===== src/rtl/dcache_ctrl_if.sv =====
// Signal bundle between the MEM stage, the data cache controller and main memory.
// The cache controller uses the slave modport; the pipeline/memory side uses master.
interface dcache_ctrl_if;
    logic        MemRead;
    logic        MemWrite;
    logic [31:0] address;
    logic [31:0] writeData;
    logic        hit;
    logic [31:0] readData;
    logic        mem_req;
    logic        mem_we;
    logic [31:0] mem_addr;
    logic [31:0] mem_wdata;
    logic        mem_ready;
    logic [31:0] mem_rdata;

    modport slave (
        input  MemRead, MemWrite, address, writeData, mem_ready, mem_rdata,
        output hit, readData, mem_req, mem_we, mem_addr, mem_wdata
    );

    modport master (
        output MemRead, MemWrite, address, writeData, mem_ready, mem_rdata,
        input  hit, readData, mem_req, mem_we, mem_addr, mem_wdata
    );
endinterface


===== src/rtl/dcache_ctrl.sv =====
// Direct-mapped, write-through, no-write-allocate data cache controller.
// Read hits complete in the same cycle; misses refill a whole line word by word.
module dcache_ctrl #(
    parameter int LINES          = 16,
    parameter int WORDS_PER_LINE = 4
) (
    input  logic         clk,
    input  logic         rst_n,
    dcache_ctrl_if.slave bus
);
    localparam int OFF_W = $clog2(WORDS_PER_LINE);
    localparam int IDX_W = $clog2(LINES);
    localparam int TAG_W = 30 - OFF_W - IDX_W;
    localparam logic [OFF_W-1:0] LAST_WORD = OFF_W'(WORDS_PER_LINE - 1);

    typedef enum logic [1:0] {IDLE, FILL, WRITE, WDONE} state_t;

    state_t           state_q, state_d;
    logic [OFF_W-1:0] cnt_q, cnt_d, cnt_inc;
    logic [LINES-1:0] valid_q, valid_d;
    logic             mem_req_q, mem_req_d;
    logic             mem_we_q, mem_we_d;
    logic [31:0]      mem_addr_q, mem_addr_d;
    logic [31:0]      mem_wdata_q, mem_wdata_d;

    logic [TAG_W-1:0] tag_mem  [LINES];
    logic [31:0]      data_mem [LINES][WORDS_PER_LINE];

    logic [TAG_W-1:0] req_tag, lat_tag;
    logic [IDX_W-1:0] req_idx, lat_idx;
    logic [OFF_W-1:0] req_off, lat_off;
    logic             lookup_hit, read_hit, lat_line_hit;
    logic             fill_we, upd_we;

    // The latched memory address doubles as the held request for FILL/WRITE.
    assign req_off = bus.address[OFF_W+1:2];
    assign req_idx = bus.address[IDX_W+OFF_W+1:OFF_W+2];
    assign req_tag = bus.address[31:IDX_W+OFF_W+2];
    assign lat_off = mem_addr_q[OFF_W+1:2];
    assign lat_idx = mem_addr_q[IDX_W+OFF_W+1:OFF_W+2];
    assign lat_tag = mem_addr_q[31:IDX_W+OFF_W+2];
    assign cnt_inc = cnt_q + OFF_W'(1);

    assign lookup_hit   = valid_q[req_idx] && (tag_mem[req_idx] == req_tag);
    assign lat_line_hit = valid_q[lat_idx] && (tag_mem[lat_idx] == lat_tag);
    assign read_hit     = (state_q == IDLE) && bus.MemRead && !bus.MemWrite && lookup_hit;

    assign bus.hit      = (state_q == WDONE) || read_hit ||
                          ((state_q == IDLE) && !(bus.MemRead || bus.MemWrite));
    assign bus.readData = read_hit ? data_mem[req_idx][req_off] : 32'h0;

    assign bus.mem_req   = mem_req_q;
    assign bus.mem_we    = mem_we_q;
    assign bus.mem_addr  = mem_addr_q;
    assign bus.mem_wdata = mem_wdata_q;

    always_comb begin
        state_d     = state_q;
        cnt_d       = cnt_q;
        valid_d     = valid_q;
        mem_req_d   = mem_req_q;
        mem_we_d    = mem_we_q;
        mem_addr_d  = mem_addr_q;
        mem_wdata_d = mem_wdata_q;
        fill_we     = 1'b0;
        upd_we      = 1'b0;

        unique case (state_q)
            IDLE: begin
                if (bus.MemWrite) begin
                    state_d     = WRITE;
                    mem_req_d   = 1'b1;
                    mem_we_d    = 1'b1;
                    mem_addr_d  = bus.address & 32'hFFFF_FFFC;
                    mem_wdata_d = bus.writeData;
                end else if (bus.MemRead && !lookup_hit) begin
                    // Invalidate now so a partially refilled line can never hit.
                    state_d          = FILL;
                    cnt_d            = '0;
                    valid_d[req_idx] = 1'b0;
                    mem_req_d        = 1'b1;
                    mem_we_d         = 1'b0;
                    mem_addr_d       = {req_tag, req_idx, {OFF_W{1'b0}}, 2'b00};
                end
            end
            FILL: begin
                if (bus.mem_ready) begin
                    fill_we    = 1'b1;
                    cnt_d      = cnt_inc;
                    mem_addr_d = {lat_tag, lat_idx, cnt_inc, 2'b00};
                    if (cnt_q == LAST_WORD) begin
                        valid_d[lat_idx] = 1'b1;
                        mem_req_d        = 1'b0;
                        state_d          = IDLE;
                    end
                end
            end
            WRITE: begin
                if (bus.mem_ready) begin
                    upd_we    = lat_line_hit;
                    mem_req_d = 1'b0;
                    mem_we_d  = 1'b0;
                    state_d   = WDONE;
                end
            end
            WDONE: begin
                state_d = IDLE;
            end
            default: begin
                state_d = IDLE;
            end
        endcase
    end

    always_ff @(posedge clk or negedge rst_n) begin
        if (!rst_n) begin
            state_q     <= IDLE;
            cnt_q       <= '0;
            valid_q     <= '0;
            mem_req_q   <= 1'b0;
            mem_we_q    <= 1'b0;
            mem_addr_q  <= 32'h0;
            mem_wdata_q <= 32'h0;
        end else begin
            state_q     <= state_d;
            cnt_q       <= cnt_d;
            valid_q     <= valid_d;
            mem_req_q   <= mem_req_d;
            mem_we_q    <= mem_we_d;
            mem_addr_q  <= mem_addr_d;
            mem_wdata_q <= mem_wdata_d;
        end
    end

    // Tag and data arrays need no reset: the valid bits qualify them.
    always_ff @(posedge clk) begin
        if (fill_we) begin
            data_mem[lat_idx][cnt_q] <= bus.mem_rdata;
            tag_mem[lat_idx]         <= lat_tag;
        end else if (upd_we) begin
            data_mem[lat_idx][lat_off] <= mem_wdata_q;
        end
    end
endmodule

===== src/flat_wrapper.sv =====
// flat-port wrapper written by rule: the top's interface ports become plain ports
module dcache_ctrl_flat 
#(
    parameter int LINES          = 16,
    parameter int WORDS_PER_LINE = 4
)
  (clk, rst_n, bus_MemRead, bus_MemWrite, bus_address, bus_writeData, bus_mem_ready, bus_mem_rdata, bus_hit, bus_readData, bus_mem_req, bus_mem_we, bus_mem_addr, bus_mem_wdata);
  dcache_ctrl_if bus_i ();
  input  logic clk;
  input  logic rst_n;
  input wire logic [$bits(bus_i.MemRead)-1:0] bus_MemRead;
  input wire logic [$bits(bus_i.MemWrite)-1:0] bus_MemWrite;
  input wire logic [$bits(bus_i.address)-1:0] bus_address;
  input wire logic [$bits(bus_i.writeData)-1:0] bus_writeData;
  input wire logic [$bits(bus_i.mem_ready)-1:0] bus_mem_ready;
  input wire logic [$bits(bus_i.mem_rdata)-1:0] bus_mem_rdata;
  output wire logic [$bits(bus_i.hit)-1:0] bus_hit;
  output wire logic [$bits(bus_i.readData)-1:0] bus_readData;
  output wire logic [$bits(bus_i.mem_req)-1:0] bus_mem_req;
  output wire logic [$bits(bus_i.mem_we)-1:0] bus_mem_we;
  output wire logic [$bits(bus_i.mem_addr)-1:0] bus_mem_addr;
  output wire logic [$bits(bus_i.mem_wdata)-1:0] bus_mem_wdata;
  assign bus_i.MemRead = bus_MemRead;
  assign bus_i.MemWrite = bus_MemWrite;
  assign bus_i.address = bus_address;
  assign bus_i.writeData = bus_writeData;
  assign bus_i.mem_ready = bus_mem_ready;
  assign bus_i.mem_rdata = bus_mem_rdata;
  assign bus_hit = bus_i.hit;
  assign bus_readData = bus_i.readData;
  assign bus_mem_req = bus_i.mem_req;
  assign bus_mem_we = bus_i.mem_we;
  assign bus_mem_addr = bus_i.mem_addr;
  assign bus_mem_wdata = bus_i.mem_wdata;
  dcache_ctrl #(.LINES(LINES), .WORDS_PER_LINE(WORDS_PER_LINE)) u_core (.clk(clk), .rst_n(rst_n), .bus(bus_i));
endmodule

===== config.mk =====
export PLATFORM = sky130hd
export DESIGN_NAME = dcache_ctrl_flat
export DESIGN_NICKNAME = d
export VERILOG_FILES = /design/src/rtl/dcache_ctrl_if.sv /design/src/rtl/dcache_ctrl.sv /design/src/flat_wrapper.sv
export SDC_FILE = /design/constraint.sdc
export NUM_CORES = 2
export LEC_CHECK = 0
export BUFFER_PORTS_ARGS = -buffer_cell sky130_fd_sc_hd__buf_2
export CAP_MARGIN = 30
export CORE_MARGIN = 2
export CORE_UTILIZATION = 50
export DETAILED_ROUTE_END_ITERATION = 7
export PLACE_DENSITY = 0.72
export SETUP_SLACK_MARGIN = 0.02
export SLEW_MARGIN = 20
export SYNTH_ARGS = -nofsm -noshare
export SYNTH_HDL_FRONTEND = slang
export SYNTH_SLANG_ARGS = --single-unit

===== constraint.sdc =====
create_clock -name clk -period 6.26 [get_ports clk]
set_clock_uncertainty 0.1 [all_clocks]
set_input_delay 0.939 -clock clk [delete_from_list [all_inputs] [get_ports clk]]
set_output_delay 0.939 -clock clk [all_outputs]
set_load 0.05 [all_outputs]

* Word level (Yosys, flattened, before mapping)
Memory sizes are Yosys's and may differ from the RTL's. Index checks and enable logic that the tools add are counted.
Word-level totals: flip-flop bits (word level) 86, memory bits (writable) 2432, output and inout port bits 99, logic and storage cells 379, memories kept 2
Memories:
- u_core.data_mem | words 16, bits a word 128, read ports 1, clocked after Yosys merged registers in 0, write ports 1, line dcache_ctrl.sv:27 | logic [31:0] data_mem [LINES][WORDS_PER_LINE];
- u_core.tag_mem | words 16, bits a word 24, read ports 2, clocked after Yosys merged registers in 0, write ports 1, line dcache_ctrl.sv:26 | logic [TAG_W-1:0] tag_mem [LINES];
Cells by class: $add $sub $neg 1, $lt $le $gt $ge 9, equal/unequal tests 12, mux-type cells 182, bitwise operators 135, reduce and logical (&&, ||, !) cells 30
Operators by type and width (count):
- two-way mux 128 bit | 2
- two-way mux 32 bit | 7
- two-way mux 1 bit | 147
- demux 32 bit (select 2 bit) | 2
- bitwise OR 1 bit | 128
- binary-select mux 32 bit (select 2 bit) | 1
- two-way mux 16 bit | 4
- one-hot mux 32 bit (2 select lines) | 1
- equality test 24 bit | 2
- one-hot mux 16 bit (2 select lines) | 1
- bitwise AND 16 bit | 1
- two-way mux 2 bit | 8
- inverter 16 bit | 1
- bitwise OR 16 bit | 1
- logical AND 1 bit | 11
- less-than comparator 4 x 5 -> 1 bit, second input constant | 2
- AND reduction 5 bit | 2
- >= comparator 3 bit, second input constant | 3
- inverter 2 -> 3 bit | 3
- AND reduction 3 bit | 3
- binary-select mux 1 bit (select 4 bit) | 2
- demux 1 bit (select 4 bit) | 2
- >= comparator 4 x 1 -> 1 bit, second input constant | 2
- != test 2 bit, second input constant | 4
- 19 further kinds | 29

* Logic depth before layout (Yosys ltp)
depth in word-level cells 9, depth in mapped cells 16, gate-level depth less buffers 9

* Worst setup path after synthesis
Ideal clock, no wire load.
kind register to register, from reg u_core.mem_addr_q[4] (netlist: u_core.bus.mem_addr[4]), to mem u_core.data_mem[12][0] in the netlist's numbering, enable pin, library setup time 0.421 ns, arrival time 5.145 ns, required time 5.739 ns, setup slack 0.594 ns, stages on the path, launching flop included 13, buffers on the path 4, cells stage by stage dfrtp_1 buf_2 buf_1 mux4_2 mux4_2 xnor2_1 nand4_1 nor4_2 nand3_1 and2_1 clkbuf_1 clkbuf_1 nor2_1
On the way: word-level cells in the longest chain between the ends 9, elaborated cells on any way between the ends 11, classes of those cells eq/ne: 1; mux: 7; bitwise: 1; reduce/logical: 1; memory: 1
RTL lines:
- start, declared | line dcache_ctrl.sv:23 | logic [31:0] mem_addr_q, mem_addr_d;
- start signal, assigned | line dcache_ctrl.sv:130 | mem_addr_q <= mem_addr_d;
- memory read (16 x 24 bit) / binary-select mux 1 bit (select 4 bit) (equally long branches)
- equality test 24 bit / two-way mux 1 bit (equally long branches) | line dcache_ctrl.sv:45 | assign lat_line_hit = valid_q[lat_idx] && (tag_mem[lat_idx] == lat_tag);
- logical AND 1 bit | line dcache_ctrl.sv:45
- two-way mux 1 bit | line dcache_ctrl.sv:99 | if (bus.mem_ready) begin
- two-way mux 1 bit | line dcache_ctrl.sv:68 | unique case (state_q)
- two-way mux 1 bit | line dcache_ctrl.sv:140 | end else if (upd_we) begin
- two-way mux 1 bit | line dcache_ctrl.sv:137 | if (fill_we) begin
- two-way mux 128 bit (implied by the code) | line dcache_ctrl.sv:141 | data_mem[lat_idx][lat_off] <= mem_wdata_q;
- bitwise OR 1 bit (no source line)
- end, declared | line dcache_ctrl.sv:27
Parallel ways exist; a longest one is shown, timed or not. The select of a mux whose other input is x is not followed.

* Worst setup path after layout
from in bus_address[4], to out bus_readData[9]
On the way: word-level cells in the longest chain between the ends 5, elaborated cells on any way between the ends 11, classes of those cells eq/ne: 1; mux: 6; reduce/logical: 2; memory: 2
RTL lines:
- start, declared | line flat_wrapper.sv:13 | input wire logic [$bits(bus_i.address)-1:0] bus_address;
- memory read (16 x 24 bit) (tied with other cells)
- equality test 24 bit (tied with other cells) | line dcache_ctrl.sv:44 | assign lookup_hit = valid_q[req_idx] && (tag_mem[req_idx] == req_tag);
- logical AND 1 bit / two-way mux 32 bit (equally long branches) | line dcache_ctrl.sv:44, dcache_ctrl.sv:50
- logical AND 1 bit / two-way mux 32 bit (equally long branches) | line dcache_ctrl.sv:46, dcache_ctrl.sv:50
- two-way mux 32 bit * | line dcache_ctrl.sv:50 | assign bus.readData = read_hit ? data_mem[req_idx][req_off] : 32'h0;
- end, declared | line flat_wrapper.sv:18 | output wire logic [$bits(bus_i.readData)-1:0] bus_readData;
Mark *: on every way between the ends. The rest lies on a longest branch, timed or not. The select of a mux whose other input is x is not followed.

==> results.sh <==
export IMPL_swShare=0.261
export IMPL_intPower_mw=30.7
export IMPL_grt_pass1_vias=52328
export IMPL_cts_tree="done"
export IMPL_clock_fmax_ghz=0.171
export IMPL_clk_pin_slew_ns=0.06
export IMPL_antenna_left=0
export IMPL_synth_seq_cells=2516
export IMPL_p_comb_frac=0.137
export IMPL_die_area_um2=208000
export IMPL_dpl_cell_area_um2=109000
export IMPL_cp_cell_sequence="buf_8 -> buf_12 -> mux2i_1 -> o22ai_1 -> a2111oi_0 -> nor3_1 -> or4_1 -> a211o_1 -> nor3_1 -> nand3_2 -> buf_12 -> nor2b_1 -> buf_4 -> buf_12"
export IMPL_critical_path_class="in2out"
export IMPL_io_buffers=195
export IMPL_ys_seq_area_frac=0.735
export IMPL_cts_sinks=2516
export IMPL_io_pins=200
export IMPL_ys_async_sr_fraction=0.0334
export IMPL_stdcell_area_um2=117000
export IMPL_placedCellCount=7348
export IMPL_r2r_slack_ns=0.80
export IMPL_hold_viol=0
export IMPL_wl_per_cell_um=35.5
export IMPL_ir_drop_uv=331
export IMPL_synthXorXnorAreaFrac=0.00420
export IMPL_p_leak_nw=37.4
export IMPL_fin_util=0.578
export IMPL_synth_area_top_cells="edfxtp_1, mux4_2, dfrtp_1"
export IMPL_place_hpwl_um=158000
export IMPL_post_route_period_util=0.932
export IMPL_power_switching_mw=10.8
export IMPL_nNetsFinal=5066
export IMPL_synth_edf_count=2432
export IMPL_cp_required_ns=5.22
export IMPL_power_frac_seq=0.489
export IMPL_synth_top_family_by_area="multiplexers"
export IMPL_post_cts_resized=0
export IMPL_crit_buf_inv=5
export IMPL_clockRootBuffer="clkbuf_16"
export IMPL_netlist_area_leader_share=0.715
export IMPL_die_height_um=456
export IMPL_crit_family="simple AND/OR/NAND/NOR gates"
export IMPL_grt_util_all_layers=0.266
export IMPL_area_growth_synth_to_final_pct=14.7
export IMPL_synthMuxAreaShare=0.217
export IMPL_layout_drive_gt1_share=0.362
export IMPL_viasPerCell=6.66
export IMPL_cp_slowest_cell="a2111oi_0"
export IMPL_fp_row_count=165
export IMPL_status="finished clean"
export IMPL_finalWirelength_um=278000
export IMPL_finalCriticalPeriod_ns=5.83
export IMPL_fin_cells=7832
export IMPL_hold_slack_ns=0.0724
export IMPL_p_total_mw=41.5
export IMPL_grt_pass1_wl_um=390000
export IMPL_place_ws_ns=0.495
export IMPL_hp_class="in2reg"
export IMPL_synth_ff_type="edfxtp_1"
export IMPL_syn_inst=4551
export IMPL_fin_ws_ns=0.426
export IMPL_syn_area_um2=102000
export IMPL_gp_congestion=0.877
export IMPL_firstDrtPassIters=5
export IMPL_cts_made_buffers=275
export IMPL_synth_cell_type_count=75
export IMPL_grt_max_degree=121
export IMPL_ys_top_cells_by_count="edfxtp_1, mux4_2, clkbuf_1"
export IMPL_core_area_um2=203000
export IMPL_synth_top_area_cell="edfxtp_1"
export IMPL_p_per_area_nw_per_um2=354
export IMPL_yosys_warnings=0
export IMPL_cpMostUsedCell="buf_12"
export IMPL_h_tree_depth=5
export IMPL_dieWidth_um=456
export IMPL_tns_ns=0
export IMPL_gr_total_overflow=0
export IMPL_antenna_found_initial=26
export IMPL_maxSlewHeadroom=0.267
export IMPL_drtIter0Drc=8201
export IMPL_drcViolationCount=0
export IMPL_synth_simple_area_share=0.0178
export IMPL_start_util=0.504
export IMPL_cp_data_arrival_time_ns=4.79
export IMPL_p_clk_frac=0.374
export IMPL_yosys_area_share_adder=0.00110
export IMPL_clockBufferDepth=4
export IMPL_synth_compound_area_share=0.0119
export IMPL_vias=52156
export IMPL_cpPeakStageDelay_ns=0.62
export IMPL_crit_path_end_kind="primary output"
export IMPL_max_cap_violations=0
export IMPL_insertion_delay_ns=0.96
export IMPL_setup_viol=0
export IMPL_worstMarginPinSlew_ns=1.10
export IMPL_avgSynthCellArea_um2=22.5
export IMPL_cp_max_fo=39
export IMPL_synth_most_common_cell="edfxtp_1"
export IMPL_slew_viol_final=0
export IMPL_start_kind="input pin"
export IMPL_rsz0062_at_grt="no"
==> repair_timing <==
item	in CTS	in global routing
endpoints found under the hold margin	30	0
setup buffers	0	0
hold buffers	1	0
==> worst paths after layout <==
check,end,from,cells after the start
max in group asynchronous,u_core.bus.mem_wdata[26]$_DFFE_PN0P_,rst_n,3
max reg2reg,u_core.data_mem[4][104]$_DFFE_PP_,u_core.bus.mem_addr[4]$_DFFE_PN0P_,11
min reg2reg,u_core.valid_q[2]$_DFFE_PN0P_,u_core.valid_q[2]$_DFFE_PN0P_,1
min,u_core.bus.mem_wdata[17]$_DFFE_PN0P_,bus_writeData[17],3
max,bus_readData[9],bus_address[4],14
min in group asynchronous,u_core.bus.mem_addr[4]$_DFFE_PN0P_,rst_n,2
==> power groups by stage <==
stage / Combinational [mW] / Sequential, mW / Clock, mW
after detailed placement: 5.64 / 20.6 / 0
final: 5.69 / 20.3 / 15.5
after global routing: 5.94 / 20.4 / 16.3
after floorplan: 3.22 / 20.8 / 0
after CTS: 5.67 / 20.3 / 15.7
after global placement: 5.51 / 20.6 / 0
==> registers in the layout, summed over array words and instances, names as in the netlist <==
register,flops
u_core.data_mem,2048
u_core.tag_mem,384
u_core.bus.mem_wdata,32
u_core.bus.mem_addr,30
u_core.valid_q,16
u_core.cnt_q,2
u_core.state_q,2
u_core.bus.mem_req,1
u_core.bus.mem_we,1
==> worst register-to-register path, stage by stage, from the launching register on <==
cell and delay (ns):
dfrtp_4 0.97, buf_4 0.38, mux4_2 0.53, mux4_2 0.47, xnor2_1 0.30, nand4_1 0.19
nor2_1 0.56, nand4_1 0.23, a21boi_4 0.26, buf_16 0.22, nor2_4 0.68, buf_12 0.27
==> layout make-up <==
class | count | area [um^2]
inverter | 19 | 78.8
fill | 14164 | 85500
tap | 2672 | 3340
antenna | 13 | 32.5
sequential | 2516 | 75100
multi-input combinational | 1741 | 26400
timing repair buffer | 403 | 3740
clock buffer | 346 | 7340
clock inverter | 122 | 1140
==> logic make-up after synthesis <==
group / after synthesis
flops: 2516
other cells: 1
mux: 1134
compound gates: 155
xor+xnor: 49
fa+ha+maj: 9
simple gates: 392
buf+inv: 295
==> routing by layer <==
layer  vias to the layer above  global-route usage  routed length (um)
met3                       558              0.0621               31300
met4                         4               0.105               11300
met2                      3494               0.421              134000
met1                     27833               0.363              101000
li1                      20267                   -                   -
met5                         -                   0                  27
==> placed cells by master (no fill, tap or decap), types with 7 or more instances in the layout <==
| cell | count |
|---|---|
| clkbuf_16 | 282 |
| dfrtp_1 | 80 |
| buf_12 | 83 |
| a2111oi_0 | 10 |
| nor2b_1 | 62 |
| buf_4 | 139 |
| nand4_1 | 16 |
| a21oi_1 | 15 |
| o21ai_0 | 9 |
| edfxtp_1 | 2432 |
| buf_2 | 172 |
| nor3_1 | 10 |
| mux2i_1 | 116 |
| mux4_2 | 851 |
| nor2_4 | 80 |
| a22oi_1 | 17 |
| xor2_1 | 11 |
| nand3_1 | 15 |
| clkinvlp_4 | 7 |
| clkbuf_1 | 60 |
| nand2_1 | 130 |
| a221oi_1 | 7 |
| o22ai_1 | 11 |
| xnor2_1 | 38 |
| clkinv_1 | 47 |
| ha_1 | 8 |
| inv_1 | 17 |
| mux2_1 | 20 |
| diode_2 | 13 |
| a211oi_1 | 7 |
| nor2_1 | 40 |
| mux2_2 | 147 |
| bufinv_16 | 21 |
| a22o_1 | 18 |
| clkinv_2 | 37 |
(Power assumes the default switching activity.)
